[src/rtl/gray_decoder_if.sv]
// Stream bundle for the Gray-to-binary decoder: the Gray input handshake
// plus the decoded binary output handshake and its sequence status.
interface gray_decoder_if #(
    parameter int WIDTH     = 4,
    parameter int ERR_CNT_W = 8
);
    logic                 in_valid;
    logic                 in_ready;
    logic [WIDTH-1:0]     gray_in;
    logic                 out_valid;
    logic                 out_ready;
    logic [WIDTH-1:0]     bin_out;
    logic                 step_err;
    logic                 repeat_flag;
    logic                 dir_up;
    logic                 dir_down;
    logic [ERR_CNT_W-1:0] err_count;

    // Upstream/downstream side (the environment driving the decoder)
    modport master (
        output in_valid, gray_in, out_ready,
        input  in_ready, out_valid, bin_out, step_err, repeat_flag,
               dir_up, dir_down, err_count
    );

    // Decoder side
    modport slave (
        input  in_valid, gray_in, out_ready,
        output in_ready, out_valid, bin_out, step_err, repeat_flag,
               dir_up, dir_down, err_count
    );
endinterface

[src/rtl/gray_decoder.sv]
// Streaming Gray-to-binary decoder with a registered output stage and a
// sequence checker that flags repeats, multi-bit jumps and step direction.
module gray_decoder #(
    parameter int WIDTH     = 4,
    parameter int ERR_CNT_W = 8
) (
    input  logic          clk,
    input  logic          reset,
    gray_decoder_if.slave bus
);

    logic [WIDTH-1:0]     bin_dec;
    logic [WIDTH-1:0]     gray_diff;
    logic                 accept;
    logic                 no_change;
    logic                 one_change;

    logic                 out_valid_reg,   out_valid_next;
    logic [WIDTH-1:0]     bin_out_reg,     bin_out_next;
    logic                 step_err_reg,    step_err_next;
    logic                 repeat_flag_reg, repeat_flag_next;
    logic                 dir_up_reg,      dir_up_next;
    logic                 dir_down_reg,    dir_down_next;
    logic [ERR_CNT_W-1:0] err_count_reg,   err_count_next;
    logic                 have_prev_reg,   have_prev_next;
    logic [WIDTH-1:0]     prev_gray_reg,   prev_gray_next;
    logic [WIDTH-1:0]     prev_bin_reg,    prev_bin_next;

    // Prefix-XOR from the MSB down: each binary bit folds in all higher Gray bits.
    assign bin_dec[WIDTH-1] = bus.gray_in[WIDTH-1];
    generate
        for (genvar gi = WIDTH - 2; gi >= 0; gi--) begin : g_decode
            assign bin_dec[gi] = bin_dec[gi+1] ^ bus.gray_in[gi];
        end
    endgenerate

    // Hamming distance is only needed as 0 / 1 / more, so a one-hot test suffices.
    assign gray_diff  = bus.gray_in ^ prev_gray_reg;
    assign no_change  = (gray_diff == '0);
    assign one_change = !no_change && ((gray_diff & (gray_diff - WIDTH'(1))) == '0);

    assign bus.in_ready = !out_valid_reg || bus.out_ready;
    assign accept       = bus.in_valid && bus.in_ready;

    always_comb begin
        out_valid_next   = out_valid_reg;
        bin_out_next     = bin_out_reg;
        step_err_next    = step_err_reg;
        repeat_flag_next = repeat_flag_reg;
        dir_up_next      = dir_up_reg;
        dir_down_next    = dir_down_reg;
        err_count_next   = err_count_reg;
        have_prev_next   = have_prev_reg;
        prev_gray_next   = prev_gray_reg;
        prev_bin_next    = prev_bin_reg;

        if (accept) begin
            out_valid_next   = 1'b1;
            bin_out_next     = bin_dec;
            step_err_next    = 1'b0;
            repeat_flag_next = 1'b0;
            dir_up_next      = 1'b0;
            dir_down_next    = 1'b0;
            have_prev_next   = 1'b1;
            prev_gray_next   = bus.gray_in;
            prev_bin_next    = bin_dec;

            if (have_prev_reg) begin
                if (no_change) begin
                    repeat_flag_next = 1'b1;
                end else if (one_change) begin
                    dir_up_next   = (bin_dec == WIDTH'(prev_bin_reg + WIDTH'(1)));
                    dir_down_next = (bin_dec == WIDTH'(prev_bin_reg - WIDTH'(1)));
                end else begin
                    step_err_next = 1'b1;
                    if (err_count_reg != {ERR_CNT_W{1'b1}})
                        err_count_next = err_count_reg + ERR_CNT_W'(1);
                end
            end
        end else if (out_valid_reg && bus.out_ready) begin
            // Consumed with nothing behind it: drop valid, keep the data fields.
            out_valid_next = 1'b0;
        end
    end

    always_ff @(posedge clk) begin
        if (reset) begin
            out_valid_reg   <= 1'b0;
            bin_out_reg     <= '0;
            step_err_reg    <= 1'b0;
            repeat_flag_reg <= 1'b0;
            dir_up_reg      <= 1'b0;
            dir_down_reg    <= 1'b0;
            err_count_reg   <= '0;
            have_prev_reg   <= 1'b0;
            prev_gray_reg   <= '0;
            prev_bin_reg    <= '0;
        end else begin
            out_valid_reg   <= out_valid_next;
            bin_out_reg     <= bin_out_next;
            step_err_reg    <= step_err_next;
            repeat_flag_reg <= repeat_flag_next;
            dir_up_reg      <= dir_up_next;
            dir_down_reg    <= dir_down_next;
            err_count_reg   <= err_count_next;
            have_prev_reg   <= have_prev_next;
            prev_gray_reg   <= prev_gray_next;
            prev_bin_reg    <= prev_bin_next;
        end
    end

    assign bus.out_valid   = out_valid_reg;
    assign bus.bin_out     = bin_out_reg;
    assign bus.step_err    = step_err_reg;
    assign bus.repeat_flag = repeat_flag_reg;
    assign bus.dir_up      = dir_up_reg;
    assign bus.dir_down    = dir_down_reg;
    assign bus.err_count   = err_count_reg;

endmodule

[src/flat_wrapper.sv]
// flat-port wrapper written by rule: the top's interface ports become plain ports
module gray_decoder_flat 
#(
    parameter int WIDTH     = 4,
    parameter int ERR_CNT_W = 8
)
  (clk, reset, bus_in_valid, bus_gray_in, bus_out_ready, bus_in_ready, bus_out_valid, bus_bin_out, bus_step_err, bus_repeat_flag, bus_dir_up, bus_dir_down, bus_err_count);
  gray_decoder_if #(.WIDTH(WIDTH), .ERR_CNT_W(ERR_CNT_W)) bus_i ();
  input  logic clk;
  input  logic reset;
  input wire logic [$bits(bus_i.in_valid)-1:0] bus_in_valid;
  input wire logic [$bits(bus_i.gray_in)-1:0] bus_gray_in;
  input wire logic [$bits(bus_i.out_ready)-1:0] bus_out_ready;
  output wire logic [$bits(bus_i.in_ready)-1:0] bus_in_ready;
  output wire logic [$bits(bus_i.out_valid)-1:0] bus_out_valid;
  output wire logic [$bits(bus_i.bin_out)-1:0] bus_bin_out;
  output wire logic [$bits(bus_i.step_err)-1:0] bus_step_err;
  output wire logic [$bits(bus_i.repeat_flag)-1:0] bus_repeat_flag;
  output wire logic [$bits(bus_i.dir_up)-1:0] bus_dir_up;
  output wire logic [$bits(bus_i.dir_down)-1:0] bus_dir_down;
  output wire logic [$bits(bus_i.err_count)-1:0] bus_err_count;
  assign bus_i.in_valid = bus_in_valid;
  assign bus_i.gray_in = bus_gray_in;
  assign bus_i.out_ready = bus_out_ready;
  assign bus_in_ready = bus_i.in_ready;
  assign bus_out_valid = bus_i.out_valid;
  assign bus_bin_out = bus_i.bin_out;
  assign bus_step_err = bus_i.step_err;
  assign bus_repeat_flag = bus_i.repeat_flag;
  assign bus_dir_up = bus_i.dir_up;
  assign bus_dir_down = bus_i.dir_down;
  assign bus_err_count = bus_i.err_count;
  gray_decoder #(.WIDTH(WIDTH), .ERR_CNT_W(ERR_CNT_W)) u_core (.clk(clk), .reset(reset), .bus(bus_i));
endmodule
[config.mk]
export PLATFORM = sky130hd
export DESIGN_NAME = gray_decoder_flat
export DESIGN_NICKNAME = d
export VERILOG_FILES = /design/src/rtl/gray_decoder_if.sv /design/src/rtl/gray_decoder.sv /design/src/flat_wrapper.sv
export SDC_FILE = /design/constraint.sdc
export NUM_CORES = 1
export LEC_CHECK = 0
export CAP_MARGIN = 10
export CORE_UTILIZATION = 46
export DETAILED_ROUTE_END_ITERATION = 10
export PLACE_DENSITY = 0.74
export SLEW_MARGIN = 20
export SYNTH_ARGS = -nofsm -noshare
export SYNTH_HDL_FRONTEND = slang
export SYNTH_SLANG_ARGS = --single-unit
[constraint.sdc]
create_clock -name clk -period 2.2 [get_ports clk]
set_clock_uncertainty 0.15 [all_clocks]
set_input_delay 0.44 -clock clk [delete_from_list [all_inputs] [get_ports clk]]
set_output_delay 0.44 -clock clk [all_outputs]
set_load 0.02 [all_outputs]
==> results_dict.tcl <==
set metrics [dict create \
    first_global_vias 1086 \
    detailedRoute.firstIterationViolations 18 \
    drc 0 \
    root_buf_cell "clkbuf_4" \
    cap_viol_max_count 0 \
    timing.final.hold_violations 0 \
    power.share.sequential 0.479 \
    cell_chain_of_the_critical_path "clkdlybuf4s50_1 > xnor2_2 > a31oi_1 > a21oi_4 > or4_1 > a21oi_1" \
    portBuffers 25 \
    power_leakage_uw 0.000593 \
    share_of_flip_flops_with_an_asynchronous_set_or_reset_after_synthesis 0 \
    finalWeightedCongestion 0.821 \
    p_switching_uw 262 \
    layout.core_utilization 0.697 \
    final_critical_path_setup_slack_ps 91.0 \
    timing_worst_setup_path_type "in -> reg" \
    vias 1110 \
    power_frac_comb 0.299 \
    critPathMaxStageDelay_ps 530 \
    power-per-cell-area_nw_per_um2 543 \
    clk_path_buf_depth 2 \
    layout-drive-gt1-share 0.156 \
    worst-slew-pin-transition_ps 403 \
    cts_tree "done" \
    design.final.nets 191 \
    grt_overflow 0 \
    routed_wl_um 2570 \
    irDropWorstVdd_v 0.000437 \
    finalHoldWorstSlack_ps 310 \
    layout_worst_path_cycle_share 0.959 \
    worstPathArrival_ps 2200 \
    fillers 190 \
    start_util 0.504 \
    dp_hpwl_um 2020 \
    crit_slowest_cell "or4_1" \
    clock_latency_ps 300 \
    diodes 0 \
    clkSlewWorstSetupHoldPaths_ps 120 \
    area_of_the_multi_input_gates_um2 691 \
    synthesis.area_um2 1150 \
    ys_types 33 \
    area_delta_synth_final_pct 38.4 \
    timing.critical_path.fanout_max 16 \
    grt_max_degree 17 \
    internal_power_uw 598 \
    design.portCount 26 \
    wire_length_of_the_first_global_routing_pass_um 4530 \
    setup_viol_count_final 0 \
    max_freq_mhz 474 \
    syn_area_per_cell_um2 8.37 \
    timing.final.crit_period_ps 2110 \
    largest_reg_flops 8 \
    timing.critical_path.buf_inv 1 \
    most_common_flop_cell_mapped_by_yosys "dfxtp_1" \
    rsz0062_at_grt "false" \
    yosysSeqAreaShare 0.367 \
    p_sw_frac 0.305 \
    firstDrtPassIters 4 \
    worst_hold_path_type "reg -> reg" \
    number_of_enable_type_register_cells_in_the_synthesized_netlist 0 \
    slew_headroom 0.731 \
    cts_bufs_inserted 3 \
    via_per_inst 5.36 \
    pre_cts_slack_ps -281 \
    synthesis.instances 137 \
    number_of_clock_sinks_seen_by_cts 21 \
    critPathRequiredTime_ps 2290 \
    setup_total_negative_slack_ps 0 \
    core_area_um2 2280 \
    critical-path-top-delay-family "compound AO/OA/AOI/OAI gates" \
    slew_viol_final 0 \
    end_kind "flop" \
    floorplan.die.height_um 51.9 \
    design.die.area_um2 2700 \
    start_kind "input pin" \
    final_antenna_net_count 0 \
    p_clk_frac 0.222 \
    floorplan.die.width_um 51.9 \
    placement_rows 17 \
    syn-num-nets 148 \
    grt_antenna_before_repair 0 \
    avgRoutedWirePerCell_um 12.4 \
    post_cts_hold_buffer_count 0 \
    run_status "finished, final reports clean" \
    yosysWarnings 0 \
    ctsHtreeMaxLevel 1 \
    track_usage 0.226 \
    sequential_cell_area_um2 420 \
    synth_seq_cells 21 \
    cts_setup_buffers 0 \
]
-- Yosys cell counts, drive strengths merged, types with 4 or more instances --
| master | n | share of area |
|---|---|---|
| a21oi | 16 | 0.073 |
| o31ai | 6 | 0.039 |
| o21ai | 4 | 0.017 |
| clkbuf | 4 | 0.013 |
| nand2 | 19 | 0.062 |
| nand3 | 6 | 0.026 |
| dfxtp | 21 | 0.37 |
| xnor2 | 13 | 0.11 |
| or4 | 5 | 0.033 |
| nor2 | 6 | 0.020 |
| inv | 4 | 0.013 |
-- metal layers --
| layer | global-route usage | vias up | share of wire |
|---|---|---|---|
| met4 | 0.0541 | 0 | 0.0066 |
| met2 | 0.429 | 16 | 0.53 |
| li1 | - | 576 | - |
| met5 | 0 | - | 0 |
| met3 | 0.0614 | 2 | 0.028 |
| met1 | 0.242 | 516 | 0.43 |
-- kinds of logic after synthesis --
family          count (synthesis)  synth area share
compound gates                 35             0.189
xor+xnor                       16             0.143
simple gates                   51             0.225
flops                          21             0.367
fa+ha+maj                       3            0.0328
buf+inv                        11            0.0437
-- cells in the final DEF, fill, tap and decap left out, drive strengths merged, types with 2 or more instances in the layout --
cell type / n
clkdlybuf4s50: 24
dfxtp: 21
buf: 20
nand2: 19
a21oi: 16
xnor2: 13
nor2: 6
o31ai: 6
nand3: 6
or4: 5
inv: 4
o21ai: 4
clkbuf: 4
a31oi: 3
nand4: 3
nor3: 3
ha: 3
and3: 3
xor2: 2
a211oi: 2
or3: 2
-- power groups by stage --
stage / Clock (µW) / Combinational (µW) / Sequential (µW)
6_report: 191 / 258 / 412
5_1_grt: 215 / 283 / 416
3_5_place_dp: 0 / 254 / 421
2_1_floorplan: 0 / 138 / 429
4_1_cts: 199 / 254 / 412
3_3_place_gp: 0 / 246 / 420
-- metrics by stage --
stage / cell area, µm² / total power [µW] / cells
after floorplan: 1150 / 567 / 137
after global placement: 1550 / 665 / 203
after detailed placement: 1550 / 674 / 203
after CTS: 1570 / 865 / 207
after global routing: 1590 / 913 / 207
final: 1590 / 861 / 207
-- worst register-to-register path: cells and delay by family (launching register included) --
family | cells | cell delay (ps)
flops | 1 | 390
fa+ha+maj | 1 | 260
compound gates | 1 | 150
simple gates | 3 | 890
-- layout make-up --
type / count / share of cell area
multi-input cells: 105 / 0.435
flip-flops and latches: 21 / 0.265
repair buffers: 45 / 0.252
well taps: 28 / 0.0221
clock buffers: 4 / 0.0166
inverters: 4 / 0.00946
-- what timing repair did --
item,4_1_cts,5_1_grt
setup endpoints to repair,1,9
resized for setup,1,3
gates cloned,0,0
-- path summary, 6_finish.rpt --
kind | start | end | slack, ps | cells past startpoint
worst max-delay path | bus_gray_in[2] | u_core.bus.err_count[4] | 90 | 6
worst min-delay path | u_core.bus.repeat_flag | u_core.bus.repeat_flag | 310 | 2
worst max register to register | u_core.bus.err_count[0] | u_core.bus.err_count[4] | 300 | 5
worst min register to register | u_core.bus.repeat_flag | u_core.bus.repeat_flag | 310 | 2
(Power assumes the default switching activity.)
